<file path="config.mk">
export PLATFORM = sky130hd
export DESIGN_NAME = enemy_director
export DESIGN_NICKNAME = d
export VERILOG_FILES = /design/src/rtl/enemy_director.sv
export SDC_FILE = /design/constraint.sdc
export NUM_CORES = 1
export LEC_CHECK = 0
export ABC_AREA = 1
export BUFFER_PORTS_ARGS = -buffer_cell sky130_fd_sc_hd__buf_2
export CAP_MARGIN = 30
export CORE_UTILIZATION = 30
export CTS_CLUSTER_DIAMETER = 150
export CTS_CLUSTER_SIZE = 10
export DETAILED_ROUTE_END_ITERATION = 7
export GPL_TIMING_DRIVEN = 0
export PLACE_DENSITY_LB_ADDON = 0.08
export SKIP_LAST_GASP = 1
export SLEW_MARGIN = 0
export SYNTH_ARGS = -nofsm -noshare
export SYNTH_HDL_FRONTEND = slang
export SYNTH_SLANG_ARGS = --single-unit
</file>
<file path="constraint.sdc">
create_clock -name frame_clk -period 2.6 [get_ports frame_clk]
set_clock_uncertainty 0.1 [all_clocks]
set_input_delay 0.78 -clock frame_clk [delete_from_list [all_inputs] [get_ports frame_clk]]
set_output_delay 0.78 -clock frame_clk [all_outputs]
set_load 0.005 [all_outputs]
</file>
<file path="src/rtl/enemy_director.sv">
// Frame-rate director for the four playfield enemies: staggered spawns, respawn after squash,
// single chef_hit event with a global freeze, and restart of the spawn sequence.
module enemy_director #(
  parameter int unsigned SPAWN_INTERVAL = 120,
  parameter int unsigned RESPAWN_DELAY  = 180,
  parameter int unsigned FREEZE_FRAMES  = 60
) (
  input  logic       frame_clk,
  input  logic       Reset,
  input  logic       game_start,
  input  logic       game_over,
  input  logic       level_done,
  input  logic [3:0] slot_hit,
  input  logic [3:0] slot_squashed,
  output logic [3:0] slot_active,
  output logic [3:0] slot_reset,
  output logic [3:0] slot_side,
  output logic       freeze,
  output logic       chef_hit,
  output logic [2:0] dir_state,
  output logic [2:0] alive_count
);

  typedef enum logic [2:0] {
    S_IDLE    = 3'd0,
    S_STAGGER = 3'd1,
    S_RUN     = 3'd2,
    S_FREEZE  = 3'd3,
    S_DONE    = 3'd4
  } dir_state_t;

  typedef enum logic [1:0] {
    SL_INACTIVE = 2'd0,
    SL_ACTIVE   = 2'd1,
    SL_WAIT     = 2'd2
  } slot_state_t;

  localparam logic [8:0] SPAWN_LOAD   = 9'(SPAWN_INTERVAL);
  localparam logic [8:0] RESPAWN_LOAD = 9'(RESPAWN_DELAY);
  localparam logic [8:0] FREEZE_LOAD  = 9'(FREEZE_FRAMES);

  dir_state_t  r_state, w_state_next;
  logic [8:0]  r_cnt;            // stagger interval in STAGGER, hold time in FREEZE
  logic [1:0]  r_spawn_idx;
  logic        r_side;
  slot_state_t r_slot_st  [4];
  logic [8:0]  r_slot_tmr [4];
  logic [3:0]  r_slot_active, r_slot_reset, r_slot_side;
  logic        r_chef_hit;
  logic [2:0]  r_alive_count;

  logic       w_hit, w_cnt_expire;
  logic       w_restart, w_clear, w_hit_take, w_slots_run, w_stagger_spawn;
  logic [3:0] w_spawn_mask, w_squash_mask, w_side_bits;
  logic       w_side_tog;

  assign w_hit        = |(slot_hit & r_slot_active);
  assign w_cnt_expire = (r_cnt == 9'd1);

  // NOTE: state register only holds state; all decisions live in the always_comb below.
  always_ff @(posedge frame_clk or posedge Reset) begin
    if (Reset) r_state <= S_IDLE;
    else       r_state <= w_state_next;
  end

  // Priority inside each live state: level_done, then hit, then squash/spawn.
  always_comb begin
    // NOTE: every output of a combinational block gets a default first so no latch is inferred.
    w_state_next    = r_state;
    w_restart       = 1'b0;
    w_clear         = 1'b0;
    w_hit_take      = 1'b0;
    w_slots_run     = 1'b0;
    w_stagger_spawn = 1'b0;
    case (r_state)
      S_IDLE, S_DONE: begin
        if (game_start) begin
          w_state_next = S_STAGGER;
          w_restart    = 1'b1;
        end
      end
      S_STAGGER, S_RUN: begin
        if (level_done) begin
          w_state_next = S_DONE;
          w_clear      = 1'b1;
        end else if (w_hit) begin
          w_state_next = S_FREEZE;
          w_hit_take   = 1'b1;
        end else begin
          w_slots_run = 1'b1;
          if (r_state == S_STAGGER && w_cnt_expire) begin
            w_stagger_spawn = 1'b1;
            if (r_spawn_idx == 2'd3) w_state_next = S_RUN;
          end
        end
      end
      S_FREEZE: begin
        if (level_done) begin
          w_state_next = S_DONE;
          w_clear      = 1'b1;
        end else if (w_cnt_expire) begin
          if (game_over) begin
            w_state_next = S_DONE;
            w_clear      = 1'b1;
          end else begin
            w_state_next = S_STAGGER;
            w_restart    = 1'b1;
          end
        end
      end
      default: w_state_next = S_IDLE;
    endcase
  end

  always_comb begin
    w_spawn_mask  = '0;
    w_squash_mask = '0;
    if (w_restart)       w_spawn_mask[0]           = 1'b1;
    if (w_stagger_spawn) w_spawn_mask[r_spawn_idx] = 1'b1;
    if (w_slots_run) begin
      for (int i = 0; i < 4; i++) begin
        if (r_slot_st[i] == SL_WAIT && r_slot_tmr[i] <= 9'd1) w_spawn_mask[i]  = 1'b1;
        if (r_slot_st[i] == SL_ACTIVE && slot_squashed[i])    w_squash_mask[i] = 1'b1;
      end
    end
  end

  // Several spawns in one frame take the side toggle in ascending slot order.
  always_comb begin
    w_side_bits = r_slot_side;
    w_side_tog  = r_side;
    for (int i = 0; i < 4; i++) begin
      if (w_spawn_mask[i]) begin
        w_side_bits[i] = w_side_tog;
        w_side_tog     = ~w_side_tog;
      end
    end
  end

  always_ff @(posedge frame_clk or posedge Reset) begin
    if (Reset) begin
      r_cnt         <= '0;
      r_spawn_idx   <= '0;
      r_side        <= 1'b0;
      r_slot_active <= '0;
      r_slot_reset  <= '0;
      r_slot_side   <= '0;
      r_chef_hit    <= 1'b0;
      r_alive_count <= '0;
      // NOTE: the per-slot arrays are four flop sets, not a RAM, so they are reset like any register.
      for (int i = 0; i < 4; i++) begin
        r_slot_st[i]  <= SL_INACTIVE;
        r_slot_tmr[i] <= '0;
      end
    end else begin
      r_chef_hit    <= w_hit_take;
      r_slot_reset  <= w_spawn_mask;
      r_slot_side   <= w_side_bits;
      r_side        <= w_side_tog;
      r_alive_count <= {2'b0, r_slot_active[0]} + {2'b0, r_slot_active[1]}
                     + {2'b0, r_slot_active[2]} + {2'b0, r_slot_active[3]};

      if (w_restart)            r_cnt <= SPAWN_LOAD;
      else if (w_hit_take)      r_cnt <= FREEZE_LOAD;
      else if (w_clear)         r_cnt <= '0;
      else if (w_stagger_spawn) r_cnt <= (r_spawn_idx == 2'd3) ? 9'd0 : SPAWN_LOAD;
      else if ((r_state == S_STAGGER && w_slots_run) || r_state == S_FREEZE)
        r_cnt <= r_cnt - 9'd1;

      if (w_restart || w_clear) begin
        r_spawn_idx   <= w_restart ? 2'd1 : 2'd0;
        r_slot_active <= w_spawn_mask;
        for (int i = 0; i < 4; i++) begin
          r_slot_st[i]  <= w_spawn_mask[i] ? SL_ACTIVE : SL_INACTIVE;
          r_slot_tmr[i] <= '0;
        end
      end else begin
        if (w_stagger_spawn) r_spawn_idx <= r_spawn_idx + 2'd1;
        for (int i = 0; i < 4; i++) begin
          if (w_spawn_mask[i]) begin
            r_slot_active[i] <= 1'b1;
            r_slot_st[i]     <= SL_ACTIVE;
            r_slot_tmr[i]    <= '0;
          end else if (w_squash_mask[i]) begin
            r_slot_active[i] <= 1'b0;
            r_slot_st[i]     <= SL_WAIT;
            r_slot_tmr[i]    <= RESPAWN_LOAD;
          end else if (w_slots_run && r_slot_st[i] == SL_WAIT) begin
            r_slot_tmr[i] <= r_slot_tmr[i] - 9'd1;
          end
        end
      end
    end
  end

  assign slot_active = r_slot_active;
  assign slot_reset  = r_slot_reset;
  assign slot_side   = r_slot_side;
  assign freeze      = (r_state == S_FREEZE) || (r_state == S_DONE);
  assign chef_hit    = r_chef_hit;
  assign dir_state   = r_state;
  assign alive_count = r_alive_count;

endmodule

</file>
==> results of run 1 <==
-- power groups by stage --
stage / Clock (mW) / Combinational [mW] / Sequential [mW]
6_report: 1.25 / 1.48 / 1.41
5_1_grt: 1.33 / 1.69 / 1.44
4_1_cts: 1.30 / 1.51 / 1.41
3_5_place_dp: 0 / 1.50 / 1.43
3_3_place_gp: 0 / 1.50 / 1.43
2_1_floorplan: 0 / 1.13 / 1.40
-- Yosys cell counts (2+ instances only) --
master	n	area share, %
nand2_1	96	8.3
inv_1	75	6.5
nor2_1	73	6.3
dfrtp_1	71	41
nand3_1	36	4.1
o21ai_0	29	3.3
xor2_1	23	4.6
ha_1	16	4.6
nand4_1	15	2.2
nand2_2	10	1.4
a21oi_1	9	1.0
o21ai_1	9	1.0
inv_2	7	0.60
xnor2_1	7	1.4
nor2_4	6	1.6
nor3_1	6	0.69
nor3_2	6	1.4
a31oi_1	5	0.72
buf_4	4	0.69
or2_2	4	0.57
a211oi_1	3	0.52
nand3_2	3	0.69
o211ai_1	3	0.52
o21a_1	3	0.52
nand2_4	2	0.52
nand3_4	2	0.80
or2_0	2	0.29
-- final cells by class --
cell class | count | area share (%)
timing repair buffer | 33 | 3.56
sequential | 71 | 35.1
multi-input combinational | 383 | 43.9
tap | 180 | 4.46
clock inverter | 3 | 0.842
inverter | 82 | 6.16
clock buffer | 13 | 4.95
buffer | 7 | 0.990
-- metal layers --
| layer | up-vias | share of wire [%] | track usage (%) |
|---|---|---|---|
| li1 | 1839 | - | - |
| met4 | 0 | 2.0 | 7.55 |
| met1 | 1655 | 51 | 20.0 |
| met2 | 49 | 44 | 23.2 |
| met5 | - | 0 | 0 |
| met3 | 11 | 2.9 | 2.65 |
-- critical path: stages --
cell      delay (ns)
buf_2           0.10
nand2_1         0.09
nand2_2         0.11
nor3_4          0.26
nand2_2         0.11
nor3_2          0.35
nand3b_1        0.20
nand2_2         0.13
nand3_2         0.11
nand3_1         0.10
nand2_1         0.05
-- flip-flops by register name (all words and copies together), names as in the netlist --
name and count:
alive_count 3, slot_reset 4, r_spawn_idx 2, r_slot_tmr 36
r_cnt 9, slot_side 4, dir_state 3, r_slot_st 8
r_side 1, chef_hit 1
-- cells by family (layout without fill, tap and decap cells) --
group | after synthesis | count (layout) | share of synthesized area, %
adders and majority gates | 17 | 17 | 5.06
AOI/OAI and AO/OA | 68 | 68 | 9.34
and+or+nand+nor | 268 | 268 | 30.5
DFF | 71 | 71 | 40.8
xor gates and xnor gates | 30 | 30 | 6.04
buffers and inverters | 89 | 138 | 8.22
-- worst paths after layout --
path                                   start              to  slack (ns)  depth (start not counted)
min in group asynchronous              Reset  r_slot_tmr[27]        0.49                          2
worst max register to register  r_slot_st[2]    slot_side[3]        0.35                         10
worst min-delay path            r_slot_st[1]    r_slot_st[1]        0.39                          1
max in group asynchronous              Reset  r_slot_tmr[22]        1.24                          3
worst max-delay path             slot_hit[2]    slot_side[3]        0.34                         11
worst min register to register  r_slot_st[1]    r_slot_st[1]        0.39                          1
-- through the flow --
stage               worst slack (ns)  instances  hold WS (ns)  TNS [ns]  util [%]
floorplan                      0.428        543         0.364         0         -
global placement             -0.0389        755         0.378   -0.0728      33.8
detailed placement           -0.0433        756         0.383   -0.0725      33.9
CTS                            0.309        772         0.397         0      36.0
global route                  0.0872        772         0.427         0      36.0
finish                         0.337        772         0.389         0      36.0
==> qor.csv, run 1 <==
metric;value;unit
DIE HEIGHT;122;um
multi-input combinational cell area;2220;um2
Core Footprint;14000;um2
Syn Nets;573;
nets@finish;617;
Hold Crit Class;reg -> reg;
WS Path Type;in -> reg;
PwrDens;819;nW/um2
Arr. time, crit path;2.39;ns
die area;15000;um2
vias in the first global route;3403;
first-pass GRT wire length;17100;um
status;finished clean;
fillcell total;1458;
Clock Power Share;30.2;%
Mapped Area;4350;um2
Hold Buf Count CTS;0;
Reg area;1780;um2
number of synthesized flops with an enable pin;0;
Avg Inst Size Synth;8.02;um2
post-synthesis register bit count;71;
CTS tree;built;
H-tree Lvls;3;
Sequential Power Share;34.1;%
largest net degree at the start of global routing;38;
P_leak;2.63;nW
clk_lat worst skew;0.34;ns
number of cell rows;43;
Setup-failing EPs final;0;
clk root buf;clkbuf_16;
Fin. Hold Viols;0;
top_reg_cell synth;dfrtp_1;
die width;122;um
clk buf depth;2;
grt ovf;0;
drt first pass iters;4;
via count;3554;
Detailed Place HPWL;7770;um
vias per std cell;4.60;
slew margin rel.;43.4;%
CP Max Fanout;6;
# diodes;0;
fmax;442;MHz
Port Buf Inserts;32;
Iteration-0 DRC Markers;235;
design area;5050;um2
post-synthesis cell count;543;
Synth cell types;45;
TritonCTS Buffers;9;
routed wire length;10300;um
most frequent cells in the layout;nand2_1 (96), inv_1 (74), nor2_1 (73), dfrtp_1 (71), nand3_1 (36);
fin crit period;2.26;ns
CTS clk-pin slew, worst paths;0.06;ns
share of cells above drive strength 1;16.9;%
DP Area;4760;um2
WP data required;2.73;ns
Comb pwr share;35.7;%
per-cell routed wire length;13.3;um
endpoint class of the critical path;flop;
post-route clock period utilization;87.0;%
Synth warnings;0;
max_cap viols;0;
GP Congestion;0.797;
Final ANT Viol Nets;0;
RSZ-0062 raised after global routing;no;
commonest non-fill, non-tap cell in the layout;nand2_1;
Slew Viols, Final;0;
post-synthesis sequential area ratio;40.8;%
Initial Util;31.0;%
Total GRT Usage;15.0;%
switch share;38.4;%
antenna violations before repair;0;
Setup Fix Bufs, Post-CTS;0;
Clock Sinks;71;
Net Switching;1.59;mW
total power draw;4.14;mW
async set-reset flop share out of synthesis;100;%
Worst Max-Slew Pin Slew;0.848;ns
Max VDD drop;289;uV
Area Growth Syn to Fin;16.1;%
P_int;2.55;mW
Resized cells post-CTS;0;
DRC Markers;0;
Boundary Pins;33;
crit path launch type;input port;
No activity file was read; power rests on OpenSTA's default activity.
==> run 2: changes to the inputs <==
SETUP_SLACK_MARGIN = 0.4   (was default)
==> run 2 against run 1 <==
  * Critical path depth did not move
  * Global-route usage is 0.17 points higher
  * Sequential share of layout area is 2.5 points lower
  * Worst setup slack better by 0.13 ns
  * Largest cell class unchanged
  * Clock power barely moved
  * Total power is 6.0% higher
  * Core utilization grew 2.9 points
  * Register-to-register slack improved by 0.15 ns
  * Largest power group unchanged
==> qor.csv, run 2 (synthesis gave the netlist of run 1 again) <==
metric;value;unit
Port Buf Inserts;32;
WP data required;2.73;ns
crit path launch type;input port;
largest net degree at the start of global routing;38;
Core Footprint;14000;um2
Slew Viols, Final;0;
DP Area;4760;um2
Boundary Pins;33;
P_leak;2.81;nW
vias in the first global route;3426;
slew margin rel.;42.3;%
post-route clock period utilization;82.1;%
die area;15000;um2
max_cap viols;0;
via count;3712;
clk root buf;clkbuf_16;
RSZ-0062 raised after global routing;yes;
drt first pass iters;5;
dpl cells;756;
Total GRT Usage;15.2;%
hold path depth;1;
Detailed Place HPWL;7770;um
fin worst setup slack;0.464;ns
clk_lat worst skew;0.34;ns
Area Growth Syn to Fin;25.4;%
design area;5460;um2
first-pass GRT wire length;17200;um
routed wire length;10700;um
Largest register FFs;36;
PwrDens;804;nW/um2
Arr. time, crit path;2.27;ns
CTS clk-pin slew, worst paths;0.06;ns
Final ANT Viol Nets;0;
nets@finish;643;
Max VDD drop;289;uV
DRC Markers;0;
per-cell routed wire length;13.4;um
endpoint class of the critical path;flop;
Layout Cells excl Fill;798;
antenna violations before repair;0;
Final Hold Slack;0.389;ns
fillcell total;1424;
fmax;468;MHz
number of cell rows;43;
total power draw;4.39;mW
R2R depth;10;
final core utilization;38.9;%
Clock Sinks;71;
TritonCTS Buffers;9;
Initial Util;31.0;%
most frequent cells in the layout;nand2_1 (84), inv_1 (70), nor2_1 (69), dfrtp_1 (69), buf_2 (31);
TNS Setup;0;ns
clk buf depth;2;
Hold Crit Class;reg -> reg;
Worst Max-Slew Pin Slew;0.864;ns
Hold Buf Count CTS;0;
Setup-failing EPs final;0;
DIE HEIGHT;122;um
commonest non-fill, non-tap cell in the layout;nand2_1;
share of cells above drive strength 1;25.6;%
top flop regs;r_slot_tmr x36, r_cnt x9, r_slot_st x8;
GP Congestion;0.797;
die width;122;um
H-tree Lvls;3;
WS Path Type;in -> reg;
CTS tree;built;
grt ovf;0;
Iteration-0 DRC Markers;192;
status;finished clean;
Biggest register;r_slot_tmr;
Fin. Hold Viols;0;
Setup WS pre-CTS;-0.0433;ns
CP Max Fanout;5;
# diodes;0;
vias per std cell;4.65;
fin crit period;2.14;ns
[run 2: cell types whose count changed in the layout (fill, tap and decap cells not counted), moves of 3 or more]
cell | before | now
nand2_4 | 2 | 11
inv_1 | 74 | 70
nand2_1 | 96 | 84
inv_2 | 7 | 10
nand3_1 | 36 | 29
buf_4 | 4 | 29
nor2_2 | 1 | 4
nor2_1 | 73 | 69
nand3_2 | 3 | 9
nand2_2 | 10 | 13
[run 2: path summary, 6_finish.rpt]
path | startpoint | end | slack, ns
hold reg to reg | r_slot_st[1] | r_slot_st[1] | 0.39
setup / recovery | slot_hit[2] | slot_side[3] | 0.46
max in group asynchronous | Reset | dir_state[1] | 1.24
min in group asynchronous | Reset | r_slot_tmr[27] | 0.50
hold / removal | r_slot_st[1] | r_slot_st[1] | 0.39
setup reg to reg | r_slot_st[0] | slot_side[3] | 0.50
[run 2: worst max-delay path: stages]
cell and delay, ns:
buf_6 0.10, nand2_4 0.07, nand2_4 0.07, nor3_4 0.27, nand2_2 0.13, nor3_4 0.29
nand3b_1 0.17, nand2_2 0.15, nand3_4 0.10, nand3_2 0.09, nand2_2 0.05
[run 2: layer usage]
| layer | vias to the layer above | GRT usage (%) | part of all wire (%) |
|---|---|---|---|
| li1 | 1879 | - | - |
| met1 | 1768 | 20.2 | 50 |
| met2 | 54 | 23.6 | 45 |
| met3 | 11 | 2.65 | 3.0 |
| met4 | 0 | 7.55 | 2.0 |
| met5 | - | 0 | 0 |
[run 2: timing repair]
action | CTS | global route
pin swaps | 2 | 26
gates resized for setup | 7 | 45
setup endpoints to repair | 5 | 56
setup buffers | 4 | 22
[run 2: power breakdown]
| group | total (mW) | internal (mW) | switching, mW | leakage (nW) |
|---|---|---|---|---|
| Sequential | 1.43 | 1.27 | 0.153 | 0.951 |
| Clock | 1.25 | 0.769 | 0.483 | 0.140 |
| Combinational | 1.71 | 0.648 | 1.06 | 1.72 |
[run 2: layout make-up]
type	instances	area, um2	share of cell area [%]
Sequential cell	71	1780	32.6
Multi-Input combinational cell	383	2390	43.8
Clock buffer	13	250	4.59
Inverter	82	314	5.75
Tap cell	180	225	4.13
Clock inverter	3	42.5	0.779
Buffer	7	53.8	0.986
Timing Repair Buffer	59	400	7.34
